--- src/rtl/pc_sequencer.sv ---
// Program-counter sequencer: sequential advance, conditional branch/jump, CALL/RET
// through a small return-address stack, one-cycle flush bubble after every redirect.
module pc_sequencer #(
    parameter int                WIDTH     = 16,
    parameter int                DISP_W    = 8,
    parameter int                RAS_DEPTH = 4,
    parameter logic [WIDTH-1:0]  RESET_PC  = '0
) (
    input  logic              clk,
    input  logic              reset,
    input  logic              en,
    input  logic              stall,
    input  logic [7:0]        op,
    input  logic [3:0]        cond,
    input  logic [DISP_W-1:0] disp,
    input  logic [WIDTH-1:0]  target,
    input  logic [4:0]        flags,
    output logic [WIDTH-1:0]  pc,
    output logic              taken,
    output logic              flush,
    output logic              ras_full,
    output logic              ras_empty,
    output logic              fault
);
    localparam int CW = $clog2(RAS_DEPTH + 1);
    localparam int AW = (RAS_DEPTH > 1) ? $clog2(RAS_DEPTH) : 1;

    typedef enum logic [1:0] {
        ST_RUN   = 2'd0,
        ST_FLUSH = 2'd1,
        ST_FAULT = 2'd2
    } state_t;

    state_t           state_reg, state_next;
    logic [WIDTH-1:0] pc_reg, pc_next;
    logic             taken_reg, taken_next;
    logic [CW-1:0]    count_reg, count_next;
    logic             push;
    logic [WIDTH-1:0] ras_mem [RAS_DEPTH];

    logic             is_bcond, is_jcond, is_call, is_ret, cond_ok;
    logic             stack_full, stack_empty;
    logic [WIDTH-1:0] pc_plus1, pc_branch, ras_top;
    logic [AW-1:0]    top_idx, push_idx;

    // flags: [0]=C [1]=L [2]=F [3]=Z [4]=N
    function automatic logic cond_met(input logic [3:0] c, input logic [4:0] f);
        logic res;
        case (c)
            4'h0:    res = f[3];
            4'h1:    res = !f[3];
            4'h2:    res = f[0];
            4'h3:    res = !f[0];
            4'h4:    res = f[1];
            4'h5:    res = !f[1];
            4'h6:    res = f[4];
            4'h7:    res = !f[4];
            4'h8:    res = f[2];
            4'h9:    res = !f[2];
            4'hA:    res = !f[1] && !f[3];
            4'hB:    res = f[1] || f[3];
            4'hC:    res = !f[4] && !f[3];
            4'hD:    res = f[4] || f[3];
            4'hE:    res = 1'b1;
            default: res = 1'b0;
        endcase
        return res;
    endfunction

    assign is_bcond    = (op[7:4] == 4'hC);
    assign is_jcond    = (op == 8'h4C);
    assign is_call     = (op == 8'h48);
    assign is_ret      = (op == 8'h49);
    assign cond_ok     = cond_met(cond, flags);

    assign stack_full  = (count_reg == CW'(RAS_DEPTH));
    assign stack_empty = (count_reg == '0);
    assign pc_plus1    = pc_reg + WIDTH'(1);
    assign pc_branch   = pc_reg + WIDTH'($signed(disp));
    assign top_idx     = AW'(count_reg - CW'(1));
    assign push_idx    = AW'(count_reg);
    // Small stack: combinational read so RET can redirect in the same cycle.
    assign ras_top     = ras_mem[top_idx];

    always_comb begin
        state_next = state_reg;
        pc_next    = pc_reg;
        taken_next = taken_reg;
        count_next = count_reg;
        push       = 1'b0;
        if (!stall) begin
            case (state_reg)
                ST_RUN: begin
                    taken_next = 1'b0;
                    if (en) begin
                        if ((is_call && stack_full) || (is_ret && stack_empty)) begin
                            state_next = ST_FAULT;
                        end else if (is_call) begin
                            push       = 1'b1;
                            count_next = count_reg + CW'(1);
                            pc_next    = target;
                            taken_next = 1'b1;
                            state_next = ST_FLUSH;
                        end else if (is_ret) begin
                            count_next = count_reg - CW'(1);
                            pc_next    = ras_top;
                            taken_next = 1'b1;
                            state_next = ST_FLUSH;
                        end else if (is_bcond && cond_ok) begin
                            pc_next    = pc_branch;
                            taken_next = 1'b1;
                            state_next = ST_FLUSH;
                        end else if (is_jcond && cond_ok) begin
                            pc_next    = target;
                            taken_next = 1'b1;
                            state_next = ST_FLUSH;
                        end else begin
                            pc_next    = pc_plus1;
                        end
                    end
                end
                ST_FLUSH: begin
                    taken_next = 1'b0;
                    state_next = ST_RUN;
                end
                default: begin
                    taken_next = 1'b0;
                end
            endcase
        end
    end

    always_ff @(posedge clk) begin
        if (!reset) begin
            state_reg <= ST_RUN;
            pc_reg    <= RESET_PC;
            taken_reg <= 1'b0;
            count_reg <= '0;
        end else begin
            state_reg <= state_next;
            pc_reg    <= pc_next;
            taken_reg <= taken_next;
            count_reg <= count_next;
        end
    end

    always_ff @(posedge clk) begin
        if (reset && push) begin
            ras_mem[push_idx] <= pc_plus1;
        end
    end

    assign pc        = pc_reg;
    assign taken     = taken_reg;
    assign flush     = (state_reg == ST_FLUSH);
    assign fault     = (state_reg == ST_FAULT);
    assign ras_full  = stack_full;
    assign ras_empty = stack_empty;
endmodule

--- config.mk ---
export PLATFORM = sky130hd
export DESIGN_NAME = pc_sequencer
export DESIGN_NICKNAME = d
export VERILOG_FILES = /design/src/rtl/pc_sequencer.sv
export SDC_FILE = /design/constraint.sdc
export NUM_CORES = 1
export LEC_CHECK = 0
export ABC_AREA = 1
export CELL_PAD_IN_SITES_DETAIL_PLACEMENT = 0
export CELL_PAD_IN_SITES_GLOBAL_PLACEMENT = 1
export CORE_MARGIN = 3
export CORE_UTILIZATION = 30
export CTS_BUF_LIST = sky130_fd_sc_hd__clkbuf_8
export DETAILED_ROUTE_END_ITERATION = 16
export GPL_ROUTABILITY_DRIVEN = 0
export PLACE_DENSITY_LB_ADDON = 0.1
export SLEW_MARGIN = 20
export SYNTH_ARGS = -nofsm -noshare
export SYNTH_HDL_FRONTEND = slang
export SYNTH_SLANG_ARGS = --single-unit
--- constraint.sdc ---
create_clock -name clk -period 5.05 [get_ports clk]
set_input_delay 1.01 -clock clk [delete_from_list [all_inputs] [get_ports clk]]
set_output_delay 1.01 -clock clk [all_outputs]
set_load 0.005 [all_outputs]
==> metrics.cfg, run 1 <==
[yosys]
syn-num-nets=769
yosys.area_share.adder=0.05142
synth_edf_count=64
async_flop_share=0
ys.warnings.count=0
yosys.area_share.simple=0.2658
synth_top_family_by_area=simple AND/OR/NAND/NOR gates
synth_seq_cells=86
synth.yosys.seq_area_share=0.4296
yosysUniqueCellTypes=43
syn-mean-instance-area_sq_um=7.833
synth_mux_area_frac=0
synth_ff_type=edfxtp_1
synth_area_sq_um=5499
synth_compound_area_frac=0.1449
synth_xor_area_frac=0.03026
netlist_instances=702

[grt]
grt_pass1_wl_um=27270
grt_max_degree=37
grt.busiest_layer=met2
grt_usage=0.1773
grtUsageMet1=0.2506
grt_pass1_vias=4943
gr-usage-met3=0.02562
use_met2=0.2854
antenna_found_initial=0
overflow=0

[cts]
cts_buffers=9
clock-root-buffer=clkbuf_8
postCtsSetupBuffers=0
htreeDepth=3
cts-resized-gates=0
tritoncts=built
clk_path_buf_depth=2
cts.sinks=86
cts_hold_buf=0
clkLatencyLatePin_ps=360
cts.clk_slew.worst_paths_ps=90

[die]
boundaryPins=66
dieWidth_um=141.4
die_height_um=141.4
die-area_sq_um=19990
start_util=0.3125
rows=48
core_area_sq_um=17600

[timing]
setup_tns_ps=0
slew_headroom=0.4785
tightest_slew_ps=778.0
rsz0062_at_grt=false
hold_violations=0
max_freq_ghz=0.2810
period_needed_ps=3558
slew_violations=0
setup_viol=0
finalClockSkew_ps=17.45
timing.final.crit_share=0.7046

[critical_path]
start_kind=input pin
cp_top_family=simple AND/OR/NAND/NOR gates
r2r_slack_ps=2150
crit_path_start=op[2]
cp_common_cell=nand2_1
crit_arrival_ps=3800
rr_startpoint=count_reg[0]
cp_data_required_time_ps=5290
worst_path_largest_cell_delay_ps=600
end_kind=register
cp_slowest_cell=nor3_2
cp_max_fo=24
critPathKind=in -> reg
cp.buffers_inverters=5
path_cells=clkdlybuf4s50_1 > inv_2 > nand2_1 > nor3_1 > and2_1 > buf_4 > nand2_1 > nand2_1 > nor3_2 > inv_2 > nor2_4 > inv_1 > nor2_1 > nand2_1 > nor3b_2

[cells_and_area]
n_antenna_cell=0
final_cell_mix=136 x nand2_1, 89 x nor2_1, 71 x inv_1, 70 x nand3_1, 65 x clkdlybuf4s50_1
regArea_sq_um=2362
layout.nets=828
largest_reg_flops=64
fill_cells=1866
drive_gt1_frac=0.06405
final_common_cell=nand2_1
area_growth_pct=18.93
fin_area_sq_um=6540
final_cell_count_no_fill=990
multiInputGateArea_sq_um=2710

[placement]
dp_hpwl_um=12990
port_buffers=65
post-place-cells=975
placed_area_sq_um=6361

[route]
dr.pass1.iters=5
routedWlPerCell_um=17.83
avgViaCountPerCell=5.069
drt_iter0_drc=395
wl_um=17650
ant_nets=0
num_vias=5018
drc_errors=0

[worst_hold_path]
hp-class=reg -> reg
hp-start=taken

[power_and_ir_drop]
switchingPower_uw=362.8
p_int_mw=1.066
power_density_nw_per_um2=218.4
p_sw_frac=0.2540
p_comb_frac=0.138
p_clk_frac=0.322
vdd_ir_drop_max_uv=112.7
power.leakage_nw=2.779
pwr-share-seq=0.540

[status]
status=complete, no violations

[job]
maxCapViolations=0

[cell type report]
type                            count  share of cell area
Timing Repair Buffer               74              0.1098
Multi-Input combinational cell    513              0.4144
Clock buffer                        9             0.01894
Clock inverter                      6            0.008418
Sequential cell                    86              0.3612
Inverter                           77             0.04419
Tap cell                          225             0.04305
[Yosys cell counts, types with 3 or more instances]
cell	n	share of area
o21ai_1	3	0.0027
a31oi_1	8	0.0091
a21oi_1	47	0.043
o21ai_0	54	0.049
ha_1	21	0.048
xnor2_1	3	0.0048
dfxtp_1	22	0.080
inv_2	6	0.0041
o21bai_1	4	0.0055
buf_6	3	0.0061
nor2_2	7	0.0080
o211ai_1	8	0.011
nor2_1	90	0.061
or2_0	4	0.0045
clkbuf_1	13	0.0089
nand2_1	136	0.093
inv_1	70	0.048
a21o_1	3	0.0041
xor2_1	16	0.025
o22ai_1	3	0.0034
edfxtp_1	64	0.35
nand3_1	70	0.064
buf_2	4	0.0036
buf_4	4	0.0055
nand4_1	4	0.0045
nor3_1	8	0.0073
o221ai_1	7	0.011
[power groups by stage]
stage	registers, mW	logic (mW)	clock network [mW]
global placement	0.788	0.196	0
finish	0.772	0.197	0.460
CTS	0.772	0.198	0.474
global route	0.773	0.221	0.495
floorplan	0.784	0.113	0
detailed placement	0.788	0.197	0
[worst register-to-register path: cells and delay by family (launching register included)]
kind                       cells  cell delay [ps]
buffers and inverters          5              820
DFF                            1              340
adders and majority gates      1              260
and+or+nand+nor                8             1380
[through the flow]
step,hold WS (ps),total power [mW],setup slack [ps],utilization
CTS,471.0,1.445,1488,0.3717
floorplan,450.3,0.8969,1873,-
detailed placement,449.5,0.9851,1098,0.3615
finish,471.0,1.429,1492,0.3717
global route,516.4,1.490,1227,0.3717
global placement,461.1,0.9846,1195,0.3615
[path summary, 6_finish.rpt]
check            endpoint  cells past startpoint
max          count_reg[2]                     15
min reg2reg         taken                      2
max reg2reg  count_reg[2]                     14
min                 taken                      2
[logic make-up after synthesis]
family / Yosys count
simple gates: 331
compound gates: 141
buf+inv: 103
flops: 86
fa+ha+maj: 22
xor+xnor: 19
[layer usage]
metal / share of wire / routed length [um]
met5: 0 / 0
met4: 0.014 / 253
met3: 0.044 / 784
met2: 0.46 / 8140
met1: 0.48 / 8475
(Power assumes the default switching activity.)
==> inputs of run 2 (changes only) <==
- clock period: 5.05 -> 3.5 ns (I/O delays scaled with it)
==> metrics.cfg, run 2 (synthesis gave the netlist of run 1 again) <==
[status]
status=complete, no violations

[route]
avgViaCountPerCell=5.025  ; -0.86%
drc_errors=0  ; unchanged
dr.pass1.iters=6  ; +1
num_vias=5040  ; +0.44%
ant_nets=0  ; unchanged
wl_um=18220  ; +3.2%
routedWlPerCell_um=18.17  ; +1.9%
drt_iter0_drc=468  ; +18%

[die]
die-area_sq_um=19990  ; unchanged
boundaryPins=66  ; unchanged
core_area_sq_um=17600  ; unchanged
rows=48  ; unchanged
start_util=0.3125  ; unchanged
dieWidth_um=141.4  ; unchanged
die_height_um=141.4  ; unchanged

[grt]
grt_pass1_vias=5000  ; +1.2%
overflow=0  ; unchanged
antenna_found_initial=0  ; unchanged
grt_usage=0.1846  ; +0.007218
grt_max_degree=37  ; unchanged
grt_pass1_wl_um=28640  ; +5.0%

[critical_path]
crit_arrival_ps=3240  ; -560 ps
end_kind=register
start_kind=input pin
worst_path_largest_cell_delay_ps=700  ; +100 ps
cp_top_family=simple AND/OR/NAND/NOR gates
cp_common_cell=nand3_1
cp.buffers_inverters=4  ; -1
critPathKind=in -> reg
cp_slowest_cell=clkdlybuf4s50_1
cp_max_fo=21  ; -13%
path_cells=clkdlybuf4s50_1 > inv_2 > nand3_1 > nand3_1 > nand2_1 > inv_1 > nor2_2 > nand3_4 > nand2_2 > inv_1 > o211ai_1 > nand3_1 > nand2_1 > a21oi_1
cp_data_required_time_ps=3770  ; -1520 ps

[job]
maxCapViolations=0  ; unchanged

[placement]
port_buffers=65  ; unchanged
dp_hpwl_um=13660  ; +5.2%

[cts]
clock-root-buffer=clkbuf_8
cts-resized-gates=0  ; unchanged
cts.clk_slew.worst_paths_ps=100  ; about the same
clk_path_buf_depth=2  ; unchanged
cts.sinks=86  ; unchanged
cts_buffers=9  ; unchanged
cts_hold_buf=0  ; unchanged
postCtsSetupBuffers=0  ; unchanged
htreeDepth=3  ; unchanged
tritoncts=built
clkLatencyLatePin_ps=370  ; about the same

[timing]
max_freq_ghz=0.3359
rsz0062_at_grt=false
setup_tns_ps=0  ; unchanged
slew_violations=0  ; unchanged
hold_slack_ps=482.7  ; +11.64 ps
finalClockSkew_ps=11.77  ; -5.683 ps
slew_headroom=0.5839  ; +0.1054
period_needed_ps=2977
setup_viol=0  ; unchanged
hold_violations=0  ; unchanged
timing.final.crit_share=0.8505
tightest_slew_ps=622.0  ; -155.9 ps

[cells_and_area]
final_common_cell=nand2_1
layout.nets=840  ; +1.4%
area_growth_pct=21.09
drive_gt1_frac=0.07969  ; +0.01564
largest_reg_flops=64  ; unchanged
final_cell_mix=136 x nand2_1, 89 x nor2_1, 70 x inv_1, 70 x nand3_1, 65 x clkdlybuf4s50_1
n_antenna_cell=0  ; unchanged
fill_cells=1837  ; -1.6%

[power_and_ir_drop]
power_density_nw_per_um2=319.8  ; +46%
total_power_mw=2.129  ; +49%
vdd_ir_drop_max_uv=139.5  ; +24%
power.leakage_nw=2.843  ; +2.3%

[worst_hold_path]
hp-class=reg -> reg

## run 2: cell types whose count changed in the layout (fill, tap and decap cells not counted), sizes merged
cell	previous run	this run
buf	9	21
inv	77	78
## run 2: area by class of cell
type / count / area (sq um) / share of cell area
Clock buffer: 9 / 123.9 / 0.01860
Clock inverter: 7 / 71.32 / 0.01071
Inverter: 77 / 289.0 / 0.04340
Multi-Input combinational cell: 513 / 2710 / 0.4070
Sequential cell: 86 / 2362 / 0.3548
Tap cell: 225 / 281.5 / 0.04228
Timing Repair Buffer: 86 / 820.8 / 0.1233
## run 2: where the power goes
part           internal, mW  switching [mW]  total [mW]
logic                 0.126           0.168       0.294
registers              1.10          0.0151        1.11
clock network         0.332           0.391       0.723
## run 2: layer usage
metal,share of wire,global-route usage,vias to the layer above
li1,-,-,2516
met1,0.49,0.2663,2403
met2,0.48,0.3032,113
met3,0.032,0.01887,8
met4,0.0060,0.03586,0
met5,0,0,-
## run 2: final timing paths
path	start	end	slack (ps)	cells past startpoint
hold reg to reg	taken	taken	480	2
hold / removal	taken	taken	480	2
setup reg to reg	pc[0]	pc[14]	770	17
setup / recovery	cond[0]	pc[2]	520	14
## run 2: per-stage QoR
step	instances	setup slack (ps)	area, sq um	utilization
after floorplan	702	546.4	5499	-
after global placement	987	139.3	6464	0.3673
after detailed placement	987	150.9	6464	0.3673
after CTS	1003	549.6	6659	0.3784
after global routing	1003	336.8	6659	0.3784
final	1003	523.1	6659	0.3784
## run 2: worst min-delay path: cells and delay by family, from the launching register on
family	cells	cell delay (ps)
DFF	1	330
and+or+nand+nor	2	110
